## src/rtl/disp_pkg.sv

```systemverilog
// Shared constants and types for the seven-segment display scan engine
// and the tick generator it reuses.
package disp_pkg;

    localparam int DIG_W_DEF = 4;
    localparam int AN_MAX    = 32;

    // Wide enough for any supported digit count; users slice the low N bits.
    localparam logic [AN_MAX-1:0] AN_OFF = '1;

    typedef logic [DIG_W_DEF-1:0] digit_t;

endpackage

```

## src/rtl/tick_gen.sv

```systemverilog
// Free-running prescaler: emits a one-cycle pulse every DIV clocks, the first
// one in the DIV-th cycle after reset release.
module tick_gen #(
    parameter int DIV = 100000
) (
    input  logic clk,
    input  logic rst,
    output logic scan_tick
);

    localparam int              CNT_W    = $clog2(DIV);
    localparam logic [CNT_W-1:0] CNT_LAST = CNT_W'(DIV - 1);

    logic [CNT_W-1:0] cnt_q, cnt_d;

    always_comb begin
        cnt_d = cnt_q + 1'b1;
        if (cnt_q == CNT_LAST) begin
            cnt_d = '0;
        end
    end

    always_ff @(posedge clk) begin
        if (rst) begin
            cnt_q <= '0;
        end else begin
            cnt_q <= cnt_d;
        end
    end

    assign scan_tick = (cnt_q == CNT_LAST);

endmodule

```

## src/rtl/display_scan_mux.sv

```systemverilog
// Seven-segment scan engine: walks the digit index once per prescaler tick,
// inserts one dead cycle between digits and shows a frame snapshot taken at idx 0.
module display_scan_mux
    import disp_pkg::*;
#(
    parameter int N_DIGITS = 8,
    parameter int DIG_W    = DIG_W_DEF,
    parameter int DIV      = 100000
) (
    input  logic                        clk,
    input  logic                        rst,
    input  logic [N_DIGITS*DIG_W-1:0]   digits_in,
    input  logic [N_DIGITS-1:0]         dp_in,
    input  logic [N_DIGITS-1:0]         en_mask,
    input  logic                        lz_blank,
    output logic [N_DIGITS-1:0]         an,
    output logic [DIG_W-1:0]            digit,
    output logic                        dp,
    output logic [$clog2(N_DIGITS)-1:0] idx,
    output logic                        scan_tick
);

    localparam int                     IDX_W    = $clog2(N_DIGITS);
    localparam logic [IDX_W-1:0]       IDX_LAST = IDX_W'(N_DIGITS - 1);
    localparam logic [N_DIGITS-1:0]    AN_BLANK = AN_OFF[N_DIGITS-1:0];

    logic tick;

    logic                      load_q, load_d;
    logic [IDX_W-1:0]          idx_q, idx_d;
    logic [N_DIGITS-1:0]       an_q, an_d;
    logic [DIG_W-1:0]          digit_q, digit_d;
    logic                      dp_q, dp_d;
    logic [N_DIGITS*DIG_W-1:0] fr_digits_q, fr_digits_d;
    logic [N_DIGITS-1:0]       fr_dp_q, fr_dp_d;
    logic [N_DIGITS-1:0]       fr_en_q, fr_en_d;
    logic                      fr_lz_q, fr_lz_d;

    logic [N_DIGITS-1:0]       blank;
    logic                      zero_run;

    tick_gen #(
        .DIV (DIV)
    ) u_tick_gen (
        .clk       (clk),
        .rst       (rst),
        .scan_tick (tick)
    );

    // Walk down from the top digit; zero_run stays set while every digit seen
    // so far is zero, which is exactly the leading-zero region.
    always_comb begin
        zero_run = 1'b1;
        blank    = '0;
        for (int i = N_DIGITS - 1; i >= 0; i--) begin
            zero_run = zero_run && (fr_digits_q[i*DIG_W +: DIG_W] == '0);
            blank[i] = !fr_en_q[i] || (fr_lz_q && zero_run && (i != 0));
        end
    end

    // Tick cycle advances the index and opens the dead cycle; the cycle after
    // (load_q) lights the new slot from the frame snapshot.
    always_comb begin
        idx_d       = idx_q;
        an_d        = an_q;
        digit_d     = digit_q;
        dp_d        = dp_q;
        fr_digits_d = fr_digits_q;
        fr_dp_d     = fr_dp_q;
        fr_en_d     = fr_en_q;
        fr_lz_d     = fr_lz_q;
        load_d      = tick;

        if (tick) begin
            an_d = AN_BLANK;
            if (idx_q == IDX_LAST) begin
                idx_d       = '0;
                fr_digits_d = digits_in;
                fr_dp_d     = dp_in;
                fr_en_d     = en_mask;
                fr_lz_d     = lz_blank;
            end else begin
                idx_d = idx_q + 1'b1;
            end
        end else if (load_q) begin
            if (blank[idx_q]) begin
                an_d    = AN_BLANK;
                digit_d = '0;
                dp_d    = 1'b0;
            end else begin
                an_d    = ~(N_DIGITS'(1) << idx_q);
                digit_d = fr_digits_q[int'(idx_q)*DIG_W +: DIG_W];
                dp_d    = fr_dp_q[idx_q];
            end
        end
    end

    always_ff @(posedge clk) begin
        if (rst) begin
            load_q      <= 1'b0;
            idx_q       <= IDX_LAST;
            an_q        <= AN_BLANK;
            digit_q     <= '0;
            dp_q        <= 1'b0;
            fr_digits_q <= '0;
            fr_dp_q     <= '0;
            fr_en_q     <= '0;
            fr_lz_q     <= 1'b0;
        end else begin
            load_q      <= load_d;
            idx_q       <= idx_d;
            an_q        <= an_d;
            digit_q     <= digit_d;
            dp_q        <= dp_d;
            fr_digits_q <= fr_digits_d;
            fr_dp_q     <= fr_dp_d;
            fr_en_q     <= fr_en_d;
            fr_lz_q     <= fr_lz_d;
        end
    end

    assign an        = an_q;
    assign digit     = digit_q;
    assign dp        = dp_q;
    assign idx       = idx_q;
    assign scan_tick = tick;

endmodule
```

## config.mk

```make
export PLATFORM = sky130hd
export DESIGN_NAME = display_scan_mux
export DESIGN_NICKNAME = d
export VERILOG_FILES = /design/src/rtl/disp_pkg.sv /design/src/rtl/tick_gen.sv /design/src/rtl/display_scan_mux.sv
export SDC_FILE = /design/constraint.sdc
export NUM_CORES = 1
export LEC_CHECK = 0
export CAP_MARGIN = 20
export CORE_MARGIN = 8
export CORE_UTILIZATION = 42
export CTS_CLUSTER_DIAMETER = 100
export CTS_CLUSTER_SIZE = 12
export DETAILED_ROUTE_END_ITERATION = 6
export MAX_ROUTING_LAYER = met4
export PLACE_DENSITY = 0.77
export SYNTH_ARGS = -nofsm -noshare
export SYNTH_HDL_FRONTEND = slang
export SYNTH_SLANG_ARGS = --single-unit
```

## constraint.sdc

```tcl
create_clock -name clk -period 2.2 [get_ports clk]
set_input_delay 0.22 -clock clk [delete_from_list [all_inputs] [get_ports clk]]
set_output_delay 0.22 -clock clk [all_outputs]
set_load 0.01 [all_outputs]
```

=== Word level (Yosys, flattened, before mapping) ===
Index checks and enable logic that the tools add are counted.

* Bits in registers: 83
* Latch bits: 0
* RAM bits: 0
* ROM bits: 0
* Input bits: 51
* Output and inout bits: 17
* Word-level logic and storage cells: 65
* Memories: 0

* $add $sub $neg: 2
* Multiply operators: 0
* Div/mod/pow operators: 0
* Order comparisons: 1
* Equality and inequality tests: 2
* Shifts and indexed selects: 2
* Multiplexer cells: 8
* Bitwise operators: 2
* Reduce and logical (&&, ||, !) cells: 38

{| class="wikitable"
|+ Operators with widths
! operator !! number
|-
| 32-bit by 6-bit variable part select with 4-bit output || 1
|-
| 4-bit logical NOT || 7
|-
| 17-bit by 1-bit adder with 17-bit output (second input constant) || 1
|-
| 17-bit == test (second input constant) || 1
|-
| 1-bit logical AND || 13
|-
| 1-bit logical NOT || 8
|-
| 8-bit 2-to-1 mux || 1
|-
| 8-bit NOT || 1
|-
| 1-bit by 3-bit << shifter with 8-bit output (first input constant) || 1
|-
| 1-bit logical OR || 7
|-
| 1-bit binary-select mux with 3-bit select || 2
|-
| 3-bit by 4-bit < comparator with 1-bit output (second input constant) || 1
|-
| 4-bit 2-to-1 mux || 1
|-
| 2-bit AND reduction || 2
|-
| 3-bit by 1-bit adder with 3-bit output (second input constant) || 1
|-
| 3-bit == test (second input constant) || 1
|-
| 1-bit 2-to-1 mux || 3
|-
| 3-bit 2-to-1 mux || 1
|-
| 2-bit OR reduction || 1
|-
| 1-bit NOT || 1
|}

=== Logic depth before layout (Yosys ltp) ===
* Depth after elaboration: 12
* Mapped depth: 9
* Gate-level depth less buffers: 7

=== Modules after synthesis ===
From an unflattened synthesis, not the netlist that was laid out.

* Cell total of the unflattened synthesis: 437
* Area, all modules: 3767.4 um^2

{| class="wikitable"
|+ Modules (own cells, without submodules)
! module !! instances !! cells an instance !! area each (um^2) !! seq. area each (um^2)
|-
| display_scan_mux || 1 || 349 || 2970.3 || 1321.3
|-
| tick_gen || 1 || 88 || 797.0 || 340.3
|}

=== Worst setup path before layout ===
OpenSTA, ideal clock, no wires.

* Path kind: register -> register
* Start: reg u_tick_gen.cnt_q[0]
* End: reg fr_digits_q[30]
* Library setup time: 132 ps
* Arrival time: 1856 ps
* Required time: 2068 ps
* Slack: 212 ps
* Cell stages (with the launch flop): 10
* Buffers on the path: 2
* Clock period less this slack: 1988 ps
* Path through: dfxtp_1 > ha_1 > nand3_1 > or4_1 > nor3_2 > nand2_1 > buf_2 > buf_2 > nand2_1 > a21oi_1

* Cells in the longest elaborated chain, start to end: 2

{| class="wikitable"
|+ Ends and longest elaborated chain
! element !! line !! source
|-
| start: declaration || tick_gen.sv:14 || <nowiki>logic [CNT_W-1:0] cnt_q, cnt_d;</nowiki>
|-
| start signal: assignment || tick_gen.sv:27 || <nowiki>cnt_q <= cnt_d;</nowiki>
|-
| 17-bit == test || tick_gen.sv:31 || <nowiki>assign scan_tick = (cnt_q == CNT_LAST);</nowiki>
|-
| 2-bit AND reduction (no line) || - ||
|-
| end signal: assignment || display_scan_mux.sv:115 || <nowiki>fr_digits_q <= fr_digits_d;</nowiki>
|-
| end: declaration || display_scan_mux.sv:34 || <nowiki>logic [N_DIGITS*DIG_W-1:0] fr_digits_q, fr_digits_d;</nowiki>
|}

Every way passes these cells.
A chain may end at the register's enable or synchronous reset.

=== Worst setup path in the final report ===
* Start: reg u_tick_gen.cnt_q[0]
* End: reg fr_digits_q[22]

Same word-level chain as after synthesis.

==> impl_metrics.py <==
metrics = {
    "outcome": {
        "status": "finished clean",
    },
    "global_routing": {
        "grt_pass1_vias": 3029,
        "gr-max-usage-layer": "met2",
        "grt_antenna_before_repair": 0,
        "grt_remaining_overflow": 0,
        "grt_use_met1": 0.188,
        "grt_max_degree": 52,
        "track_usage": 0.155,
        "grt_pass1_wl_um": 14100,
        "grt_use_met2": 0.247,
        "grt_util_met3": 0.0315,
    },
    "routing": {
        "drt-total-wl_um": 9240,
        "postRouteAntennaNets": 0,
        "drc": 0,
        "post_drt_wl_per_cell_um": 15.5,
        "num_vias": 3165,
        "drtPass1Iterations": 5,
        "post_drt_via_cell_ratio": 5.31,
        "drt_iter0_drc": 159,
    },
    "sta": {
        "worst_pin_slew_ns": 0.519,
        "worst_slew_margin_rel": 0.650,
        "slew_violations": 0,
        "clock_skew_ns": 0.00885,
        "post-route-min-period_ns": 2.11,
        "min_period_over_period": 0.959,
        "fmaxAchievable_mhz": 474,
        "hold_viol": 0,
        "setup_viol": 0,
        "holdWs_ns": 0.139,
        "fin_setup_tns_ns": 0,
    },
    "worst_setup_path": {
        "path_max_fanout": 12,
        "path_cells": "ha_2 > nand3_2 > or4_4 > buf_4 > nor4_4 > buf_6 > clkbuf_16 > nand2_1 > a21oi_1",
        "reg2reg_depth": 9,
        "cp.depth": 9,
        "end_kind": "register",
        "arrival_ns": 2.38,
        "worstSetupStartpointType": "register",
        "slowest_stage": "or4_4",
        "critPathRequiredTime_ns": 2.47,
        "crit_buf_inv": 3,
        "cpPeakStageDelay_ns": 0.45,
        "crit_family": "simple AND/OR/NAND/NOR gates",
        "crit_type": "reg2reg",
    },
    "power": {
        "total_power_mw": 2.98,
        "p_leak_nw": 1.67,
        "power.density_nw_per_um2": 631,
        "irDropWorstVdd_v": 0.000315,
    },
    "clock_tree": {
        "path_clk_slew_ns": 0.08,
        "numCtsBuffers": 9,
        "htree_levels": 3,
        "clock_path_buffers": 2,
        "cts_tree": "done",
        "clock_sinks": 83,
        "clkLatencyLatePin_ns": 0.35,
        "cts_root_buffer": "clkbuf_8",
        "cts_hold_buf": 0,
    },
    "logic_synthesis": {
        "synth_top_area_share": 0.467,
        "syn_area_per_cell_um2": 8.57,
        "syn_nets": 473,
        "synth_area_um2": 3550,
        "synth.ff_latch_count": 83,
        "synth_flop_cell": "dfxtp_1",
        "ys_types": 36,
        "seq_area_frac_synth": 0.467,
        "synth_edf_count": 0,
        "synth_top_area_cell": "dfxtp_1",
        "synth_cells": 415,
        "synth_common_cells": "nand2_1 (109), dfxtp_1 (83), a21oi_1 (54)",
        "yosys-top-cells-area": "dfxtp_1 (47%), nand2_1 (12%), a21oi_1 (7.6%), mux4_2 (6.3%), nor2_1 (3.3%)",
        "async_flop_share": 0,
        "yosysMostFrequentCell": "nand2_1",
        "ys.warnings.count": 0,
    },
    "place": {
        "port_buffers": 67,
        "gp_congestion": 0.846,
        "dp_hpwl_um": 6370,
        "dp.cells": 573,
        "placement.cell_area_um2": 4340,
    },
    "floorplanning": {
        "die_x_um": 108,
        "placementRows": 33,
        "core_um2": 8220,
        "die_h_um": 108,
        "start_util": 0.433,
        "boundaryPins": 68,
        "dieArea_um2": 11700,
    },
    "finish": {
        "final_cells": 596,
        "num_antenna_cells": 0,
        "synthToLayoutAreaGrowth_pct": 32.8,
        "finalNetCount": 544,
        "drive_above_1_share": 0.124,
        "design_area_um2": 4720,
    },
    "hold_path": {
        "hold_depth": 2,
        "hp-class": "in2reg",
    },
    "flow_run": {
        "max_cap_viol_count": 0,
    },
}
==> sequential cells by signal (all words and copies together), names as in the netlist, 3 cells and up <==
| register | count |
|---|---|
| digit | 4 |
| u_tick_gen.cnt_q | 17 |
| fr_en_q | 8 |
| fr_dp_q | 8 |
| idx | 3 |
| fr_digits_q | 32 |
| an | 8 |
==> cell families after synthesis <==
logic type | count (synthesis) | share of synthesized area
buffers and inverters | 34 | 0.0412
adder cells (fa/ha/maj) | 7 | 0.0246
AND/OR/NAND/NOR | 181 | 0.224
multiplexers | 18 | 0.0866
XOR/XNOR | 15 | 0.0370
flip-flops | 83 | 0.467
AO/OA/AOI/OAI | 77 | 0.119
==> stage by stage <==
step                 util  worst slack (ns)
global route        0.575           -0.0154
global placement    0.528             0.180
CTS                 0.558            0.0101
floorplan               -             0.212
finish              0.575            0.0911
detailed placement  0.528             0.113
==> metal layers <==
layer  vias to the layer above  part of all wire
met5                         -                 0
met3                         8             0.061
met1                      1501              0.44
li1                       1559                 -
met2                        97              0.49
met4                         0             0.012
==> cell usage in the layout (no fill, tap or decap), types with 2 or more instances in the layout <==
master           synthesis  layout
xor2_1                   5       5
or2_2                    2       2
nor2_1                  31      31
and3_1                   7       7
nand3_1                 10       9
bufinv_16                0       3
buf_12                   0       2
clkbuf_16                0       2
a21oi_1                 54      53
inv_1                   10      10
nor3_1                   4       4
or4_4                    1       2
buf_4                    2      10
o21ai_0                 12      12
o32a_1                   2       2
clkdlybuf4s50_1          0      65
xnor2_1                 10      10
mux2i_1                  6       6
buf_6                    0       2
nand2_1                109     109
nor4_1                   8       7
mux4_2                  10      10
mux2_2                   2       2
dfxtp_2                  0       2
o211ai_1                 3       3
clkbuf_8                 0      10
nand4_1                  2       2
ha_1                     7       6
dfxtp_1                 83      81
==> power breakdown <==
part / internal [mW] / switching [mW]
Combinational: 0.0875 / 0.0410
Sequential: 1.51 / 0.00412
Clock: 0.787 / 0.551
Total: 2.38 / 0.597
==> cell type report <==
type                    instances  area (µm²)
inverters                      11        41.3
fillers                       712        3500
flip-flops and latches         83        1660
clock buffers                  10         138
multi-input cells             298        1780
well taps                     105         131
repair buffers                 83         853
clock inverters                 6         111
==> worst paths after layout <==
check	slack, ns	end	from
setup / recovery	0.09	fr_digits_q[22]	u_tick_gen.cnt_q[0]
hold / removal	0.14	u_tick_gen.cnt_q[2]	rst
setup reg to reg	0.09	fr_digits_q[22]	u_tick_gen.cnt_q[0]
hold reg to reg	0.46	fr_dp_q[7]	fr_dp_q[7]
==> timing repair <==
action / CTS / global route
endpoints found under the setup margin: 1 / 72
pin swaps: 0 / 1
gates resized for setup: 1 / 11
gates cloned: 0 / 3
buffers inserted: 0 / 4
(Power assumes the default switching activity.)
